[src/rtl/udp_cmd_pkg.sv]
// Shared opcodes, parser state encoding and command-acceptance rule for the
// UDP control-datagram parser.
package udp_cmd_pkg;

    localparam logic [7:0]  OP_CAM     = 8'h01;
    localparam logic [7:0]  OP_WB      = 8'h02;
    localparam logic [7:0]  OP_DW      = 8'h03;
    localparam logic [7:0]  OP_SEND    = 8'h04;
    localparam logic [7:0]  OP_DIV     = 8'h05;
    localparam logic [7:0]  OP_DEFAULT = 8'h06;
    localparam logic [15:0] CMD_LEN    = 16'd4;

    typedef enum logic [2:0] {
        ST_IDLE,
        ST_HDR,
        ST_OP,
        ST_ARG,
        ST_CHK,
        ST_WAIT_END,
        ST_DROP
    } state_t;

    // A well-formed datagram still needs a known opcode; a zero divider would
    // stall the sender, so it is refused.
    function automatic logic cmd_accepted(input logic [7:0] op, input logic [7:0] arg);
        case (op)
            OP_CAM, OP_WB, OP_DW, OP_SEND, OP_DEFAULT: return 1'b1;
            OP_DIV:                                    return arg != 8'h00;
            default:                                   return 1'b0;
        endcase
    endfunction

endpackage

[src/rtl/sat_counter.sv]
// 8-bit event counter; SATURATE=1 holds at 255, SATURATE=0 wraps to 0.
module sat_counter #(
    parameter bit SATURATE = 1'b0
) (
    input  logic       i_clk,
    input  logic       i_rst,
    input  logic       i_inc,
    output logic [7:0] o_cnt
);

    logic [7:0] r_cnt;

    always_ff @(posedge i_clk or posedge i_rst) begin
        if (i_rst)
            r_cnt <= '0;
        else if (i_inc && !(SATURATE && r_cnt == 8'hFF))
            r_cnt <= r_cnt + 8'd1;
    end

    assign o_cnt = r_cnt;

endmodule

[src/rtl/udp_cmd_parser.sv]
// Parses 4-byte control datagrams (MAGIC, opcode, arg, xor) from the UDP RX
// byte stream and commits accepted commands to registered config outputs.
module udp_cmd_parser
    import udp_cmd_pkg::*;
#(
    parameter logic [7:0] MAGIC        = 8'hA5,
    parameter logic       DEF_CAM      = 1'b0,
    parameter logic [7:0] DEF_SEND_DIV = 8'd1
) (
    input  logic        clk,
    input  logic        rst,
    input  logic        rx_valid,
    input  logic [7:0]  rx_data,
    input  logic [15:0] rx_data_len,
    input  logic        rx_error,
    output logic        cfg_cam_sel,
    output logic        cfg_wb_en,
    output logic        cfg_dw_en,
    output logic        cfg_send_en,
    output logic [7:0]  cfg_send_div,
    output logic        cmd_ok,
    output logic [7:0]  cmd_op,
    output logic [7:0]  ok_cnt,
    output logic [7:0]  err_cnt
);

    state_t     r_state;
    state_t     w_cur;
    state_t     w_nxt;
    logic       w_commit;
    logic       w_reject;
    logic       r_armed;
    logic       r_bad;
    logic [7:0] r_xor;
    logic [7:0] r_op;
    logic [7:0] r_arg;

    logic       r_cam;
    logic       r_wb;
    logic       r_dw;
    logic       r_send;
    logic [7:0] r_div;
    logic       r_cmd_ok;
    logic [7:0] r_cmd_op;

    // Role of the current cycle: the first byte after idle is the header, but
    // a stream already running when reset releases is never parsed.
    always_comb begin
        w_cur = r_state;
        if (r_state == ST_IDLE && rx_valid)
            w_cur = r_armed ? ST_HDR : ST_DROP;
    end

    always_comb begin
        w_nxt    = w_cur;
        w_commit = 1'b0;
        w_reject = 1'b0;
        if (!rx_valid) begin
            w_nxt = ST_IDLE;
            if (r_state != ST_IDLE) begin
                if (r_state == ST_WAIT_END && !r_bad && !rx_error && cmd_accepted(r_op, r_arg))
                    w_commit = 1'b1;
                else
                    w_reject = 1'b1;
            end
        end else if (rx_error) begin
            w_nxt = (w_cur == ST_WAIT_END) ? ST_WAIT_END : ST_DROP;
        end else begin
            case (w_cur)
                ST_HDR:  w_nxt = (rx_data_len == CMD_LEN && rx_data == MAGIC) ? ST_OP : ST_DROP;
                ST_OP:   w_nxt = ST_ARG;
                ST_ARG:  w_nxt = ST_CHK;
                ST_CHK:  w_nxt = (rx_data == r_xor) ? ST_WAIT_END : ST_DROP;
                default: w_nxt = w_cur;
            endcase
        end
    end

    always_ff @(posedge clk or posedge rst) begin
        if (rst)
            r_state <= ST_IDLE;
        else
            r_state <= w_nxt;
    end

    always_ff @(posedge clk or posedge rst) begin
        if (rst) begin
            r_armed <= 1'b0;
            r_bad   <= 1'b0;
            r_xor   <= '0;
            r_op    <= '0;
            r_arg   <= '0;
        end else begin
            if (!rx_valid)
                r_armed <= 1'b1;
            if (rx_valid) begin
                case (w_cur)
                    ST_HDR: begin
                        r_xor <= rx_data;
                        r_bad <= 1'b0;
                    end
                    ST_OP: begin
                        r_op  <= rx_data;
                        r_xor <= r_xor ^ rx_data;
                    end
                    ST_ARG: begin
                        r_arg <= rx_data;
                        r_xor <= r_xor ^ rx_data;
                    end
                    // Anything past the fourth byte spoils the datagram.
                    ST_WAIT_END: r_bad <= 1'b1;
                    default: ;
                endcase
            end
        end
    end

    always_ff @(posedge clk or posedge rst) begin
        if (rst) begin
            r_cam    <= DEF_CAM;
            r_wb     <= 1'b0;
            r_dw     <= 1'b0;
            r_send   <= 1'b0;
            r_div    <= DEF_SEND_DIV;
            r_cmd_ok <= 1'b0;
            r_cmd_op <= '0;
        end else begin
            r_cmd_ok <= w_commit;
            if (w_commit) begin
                r_cmd_op <= r_op;
                case (r_op)
                    OP_CAM:  r_cam  <= r_arg[0];
                    OP_WB:   r_wb   <= r_arg[0];
                    OP_DW:   r_dw   <= r_arg[0];
                    OP_SEND: r_send <= r_arg[0];
                    OP_DIV:  r_div  <= r_arg;
                    OP_DEFAULT: begin
                        r_cam  <= DEF_CAM;
                        r_wb   <= 1'b0;
                        r_dw   <= 1'b0;
                        r_send <= 1'b0;
                        r_div  <= DEF_SEND_DIV;
                    end
                    default: ;
                endcase
            end
        end
    end

    sat_counter #(.SATURATE(1'b0)) u_ok_cnt (
        .i_clk (clk),
        .i_rst (rst),
        .i_inc (w_commit),
        .o_cnt (ok_cnt)
    );

    sat_counter #(.SATURATE(1'b1)) u_err_cnt (
        .i_clk (clk),
        .i_rst (rst),
        .i_inc (w_reject),
        .o_cnt (err_cnt)
    );

    assign cfg_cam_sel  = r_cam;
    assign cfg_wb_en    = r_wb;
    assign cfg_dw_en    = r_dw;
    assign cfg_send_en  = r_send;
    assign cfg_send_div = r_div;
    assign cmd_ok       = r_cmd_ok;
    assign cmd_op       = r_cmd_op;

endmodule

[config.mk]
export PLATFORM = sky130hd
export DESIGN_NAME = udp_cmd_parser
export DESIGN_NICKNAME = d
export VERILOG_FILES = /design/src/rtl/udp_cmd_pkg.sv /design/src/rtl/sat_counter.sv /design/src/rtl/udp_cmd_parser.sv
export SDC_FILE = /design/constraint.sdc
export NUM_CORES = 1
export LEC_CHECK = 0
export CORE_MARGIN = 8
export CORE_UTILIZATION = 46
export DETAILED_ROUTE_END_ITERATION = 10
export PLACE_DENSITY_LB_ADDON = 0.08
export SLEW_MARGIN = 5
export SYNTH_ARGS = -nofsm -noshare
export SYNTH_HDL_FRONTEND = slang
export SYNTH_SLANG_ARGS = --single-unit
[constraint.sdc]
create_clock -name clk -period 2.18 [get_ports clk]
set_clock_uncertainty 0.1 [all_clocks]
set_input_delay 0.436 -clock clk [delete_from_list [all_inputs] [get_ports clk]]
set_output_delay 0.436 -clock clk [all_outputs]
set_load 0.01 [all_outputs]
==> results <==
- The floorplan die area is 9580 um2.
- For this run, the register share of the synthesized area comes to 0.536.
- The initial utilization of the core area, before any placement, comes to 0.464.
- The headroom to the max-slew limit is 0.728.
- The total buffers and inverters traversed by the critical path is 1.
- The number of register bits inferred by synthesis is 66.
- The die outline width is 97.9 um.
- The critical path capture point type is a flop.
- The tree built by TritonCTS fans out to 66 sinks.
- After synthesis, the share of cell area in mux cells is 0.0839.
- After detailed routing, the number of vias per cell comes to 5.35.
- The number of unique standard cell types used by synthesis is 46.
- The hold path depth is 1.
- The number of enable flip-flop cells after synthesis is 0.
- Counting the fill cells in the layout gives between 500 and 600.
- The main combinational cell family by area after synthesis is simple AND/OR/NAND/NOR gates.
- Entering global routing, the biggest net connects 67 pins.
- TritonCTS built the clock tree.
- The number of antenna cells inserted is 0.
- The number of standard cells in the final layout excluding fillers is 466.
- Of the total synthesized cell area, the portion taken by XOR and XNOR cells is 0.0596.
- Of the post-synthesis cell area, the dominant cell type holds 0.527.
- The final count of pins violating max slew is 0.
- The number of top-level pins is 65.
- The mean area per synthesized cell is 11.3 um2.
- Max-cap violations in this run came to 0.
- The library cell used most frequently in the layout, excluding fill and tap cells, is dfrtp_1.
- The count of unresolved DRC violations after routing is 0.
- The min-delay analysis places its worst path in the category reg2reg.
- In the finished design, the share of the clock period the worst path needs comes to 0.962.
- Relative to the synthesized area, the layout overhead comes to 41.8%.
- The global route total overflow is 0.
- The via total after detailed routing is 2494.
- The top cell types in the final layout, fill and taps aside, are dfrtp_1, clkdlybuf4s50_1, buf_4, mux2_2, a21oi_1.
- The number of buffers inserted during clock tree synthesis is 9.
- Measured along the y axis, the die boundary spans 97.9 um.
- The setup slack after placement is -0.151 ns.
- STA puts the critical path data arrival time at 2.27 ns.
- The placed cell area is between 4000 and 5000 um2.
- The adder and majority cell fraction of the synthesized area is 0.00811.
- The CTS root buffer is clkbuf_8.
- The first detailed-routing pass took 4 iterations.
- The highest-delay cell along the critical path is or4_4.
- The smallest clock period supported by the final layout is computed as 2.10 ns.
- The number of antenna violations at the first check in global routing was 0.
- The standard-cell row count is 30.
- By area the synthesized netlist is led by dfrtp_1, mux2_2, xnor2_1, a21oi_1, nand4_1.
- The fraction of registers with async set/reset is 1.00.
- The final routed wirelength across all metal layers is between 7000 and 8000 um.
- The detailed placer's ending HPWL is 5300 um.
- The simple-gate area share of the yosys netlist is 0.186.
- The number of buffers added for setup after CTS is 0.
- The first global-routing pass estimated 12000 um of wire.
- The maximum buffer depth of the clock tree is 2.
- The end of the worst register-to-register path is cfg_send_div[5].
- The gate family responsible for the most delay along the worst path is simple AND/OR/NAND/NOR gates.
- The final number of hold-violating endpoints is 0.
- Of all nets on the critical path, the largest fanout is 8.
- The via count of the first global-routing pass came to 2534.
- The endpoint required time on the critical path is 2.35 ns.
- The most frequently used flop master after synthesis is dfrtp_1.
- Synthesis produced a netlist with a net count of 304.
- The worst flop-to-flop path startpoint is r_op[1].
- The average wire per standard cell is 15.4 um.
- The power density over the cells is 766 nW/um2.
- For this run, the post-layout net count is 411.
- The flow ran to the end, and the final reports show no timing, DRC or antenna violations.
- The peak clock frequency supported by timing is 477 MHz.
- After routing the design area is 4380 um2.
- Routability-driven placement finished with a final weighted congestion of 0.792.
- The number of cells after detailed placement is 450.
- The critical path is of the reg2reg type.
- For the worst-skew pair, the clock arrives at the later sink with an insertion delay of 0.33 ns.
- Clock-pin slew was measured on the worst setup and hold paths at 0.07 ns.
- The count of buffers added on input and output ports is 64.
- Setup repair after global routing left no endpoint under its margin.
- The worst vdd rail ir drop is 0.381 mV.
- The startpoint of the lowest-slack hold path is u_ok_cnt.o_cnt[7].
- After technology mapping, the gate count stands at 274.
- The largest single stage delay on the critical path is 0.45 ns.
- CTS built an H-tree with a depth of 3.
- The share of post-route cells with drive strength above 1 is 0.236.
- The minimum setup slack in the final design is roughly 0.083 ns.
- Summed over all cells, the static leakage comes to 1.94 nW.
- The total standard cell area after synthesis is 3090 um2.
- Measured on the finished design, the core utilization comes to 0.659.
- Setup violations remaining at the end of the flow were counted as 0.
- The number of routed nets with antenna violations is 0.
- For hold timing, the worst endpoint is u_ok_cnt.o_cnt[7].
- The cell taking the most area after synthesis is dfrtp_1.
- The synthesized-area fraction occupied by ao, oa, aoi and oai cells was 0.0994.
- STA classifies the critical path startpoint as a flop.
- The slew of the pin with the lowest slew margin is 0.403 ns.
- The register-to-register setup slack is 0.08 ns.
- Tracing the worst setup path back leads to its startpoint at r_op[1].
- The worst-case reg-to-reg path depth is 6.
- The area of the core is approximately 6600 um2.
- The number of DRC markers in iteration 0 is 84.
- The total routing usage reported by global routing is 0.156.
- Traced cell by cell, the critical path runs through and3_1 -> or4_4 -> or3_4 -> nor3_4 -> buf_12 -> a22o_1.
- The number of warnings printed during yosys synthesis is 0.
repair_timing:
action | CTS | global route
gates resized for setup | 1 | 6
endpoints found under the setup margin | 1 | 6
hold buffers | 0 | 0
pin swaps | 0 | 2
cloned | 0 | 0
worst max path at each step:
stage	endpoint	slack, ns	cells past startpoint
2_1_floorplan	u_err_cnt.o_cnt[1]	0.06	7
3_3_place_gp	u_ok_cnt.o_cnt[1]	-0.13	7
3_5_place_dp	u_ok_cnt.o_cnt[1]	-0.15	7
4_1_cts	u_err_cnt.o_cnt[6]	0.002	6
5_1_grt	u_ok_cnt.o_cnt[3]	0.004	6
6_report	cfg_send_div[5]	0.08	6
report_power, final:
| group | total [mW] | internal (mW) | switching (mW) |
|---|---|---|---|
| Clock | 1.02 | 0.591 | 0.433 |
| Sequential | 1.55 | 1.39 | 0.157 |
| Combinational | 0.784 | 0.447 | 0.336 |
| Total | 3.35 | 2.43 | 0.926 |
registers in the layout, indices dropped and copies added (netlist names):
signal	cells
cfg_dw_en	1
r_bad	1
u_ok_cnt.o_cnt	8
cfg_send_div	8
r_armed	1
cfg_cam_sel	1
cmd_op	8
r_xor	8
cfg_wb_en	1
u_err_cnt.o_cnt	8
cmd_ok	1
cfg_send_en	1
r_state	3
r_op	8
r_arg	8
metal layers:
layer / track usage / up-vias / wire length (um) / part of all wire
met3: 0.0434 / 8 / 388 / 0.054
li1: - / 1215 / - / -
met4: 0.0719 / 0 / 114 / 0.016
met1: 0.191 / 1216 / 3240 / 0.45
met2: 0.248 / 55 / 3430 / 0.48
met5: 0 / - / 0 / 0
cells in the mapped netlist, types with 7 or more instances:
library cell	number
a21oi_1	19
xnor2_1	15
inv_1	7
nor2_1	12
mux2_2	20
a22o_1	7
o21ai_0	12
and3_1	9
nand4_1	13
dfrtp_1	65
nand3_1	15
nand2_1	9
kinds of logic (layout without fill, tap and decap cells):
family / after synthesis / count (layout)
buf+inv: 18 / 130
fa+ha+maj: 2 / 2
mux: 23 / 23
simple gates: 95 / 95
compound gates: 49 / 49
xor+xnor: 21 / 21
flops: 66 / 66
per-stage QoR:
| step | hold WS [ns] | power [mW] | setup TNS (ns) |
|---|---|---|---|
| 6_report | 0.369 | 3.35 | 0 |
| 5_1_grt | 0.385 | 3.54 | 0 |
| 4_1_cts | 0.375 | 3.38 | 0 |
| 3_5_place_dp | 0.355 | 2.35 | -2.28 |
| 3_3_place_gp | 0.355 | 2.32 | -1.64 |
| 2_1_floorplan | 0.335 | 1.96 | 0 |
area by class of cell:
cell class / instances / area, um2 / share of cell area
Tap cell: 80 / 100 / 0.0229
Multi-Input combinational cell: 190 / 1380 / 0.315
Timing Repair Buffer: 107 / 1020 / 0.232
Sequential cell: 66 / 1650 / 0.378
Clock buffer: 14 / 163 / 0.0372
Inverter: 7 / 30.0 / 0.00686
Clock inverter: 2 / 35.0 / 0.00800
(Power assumes the default switching activity.)
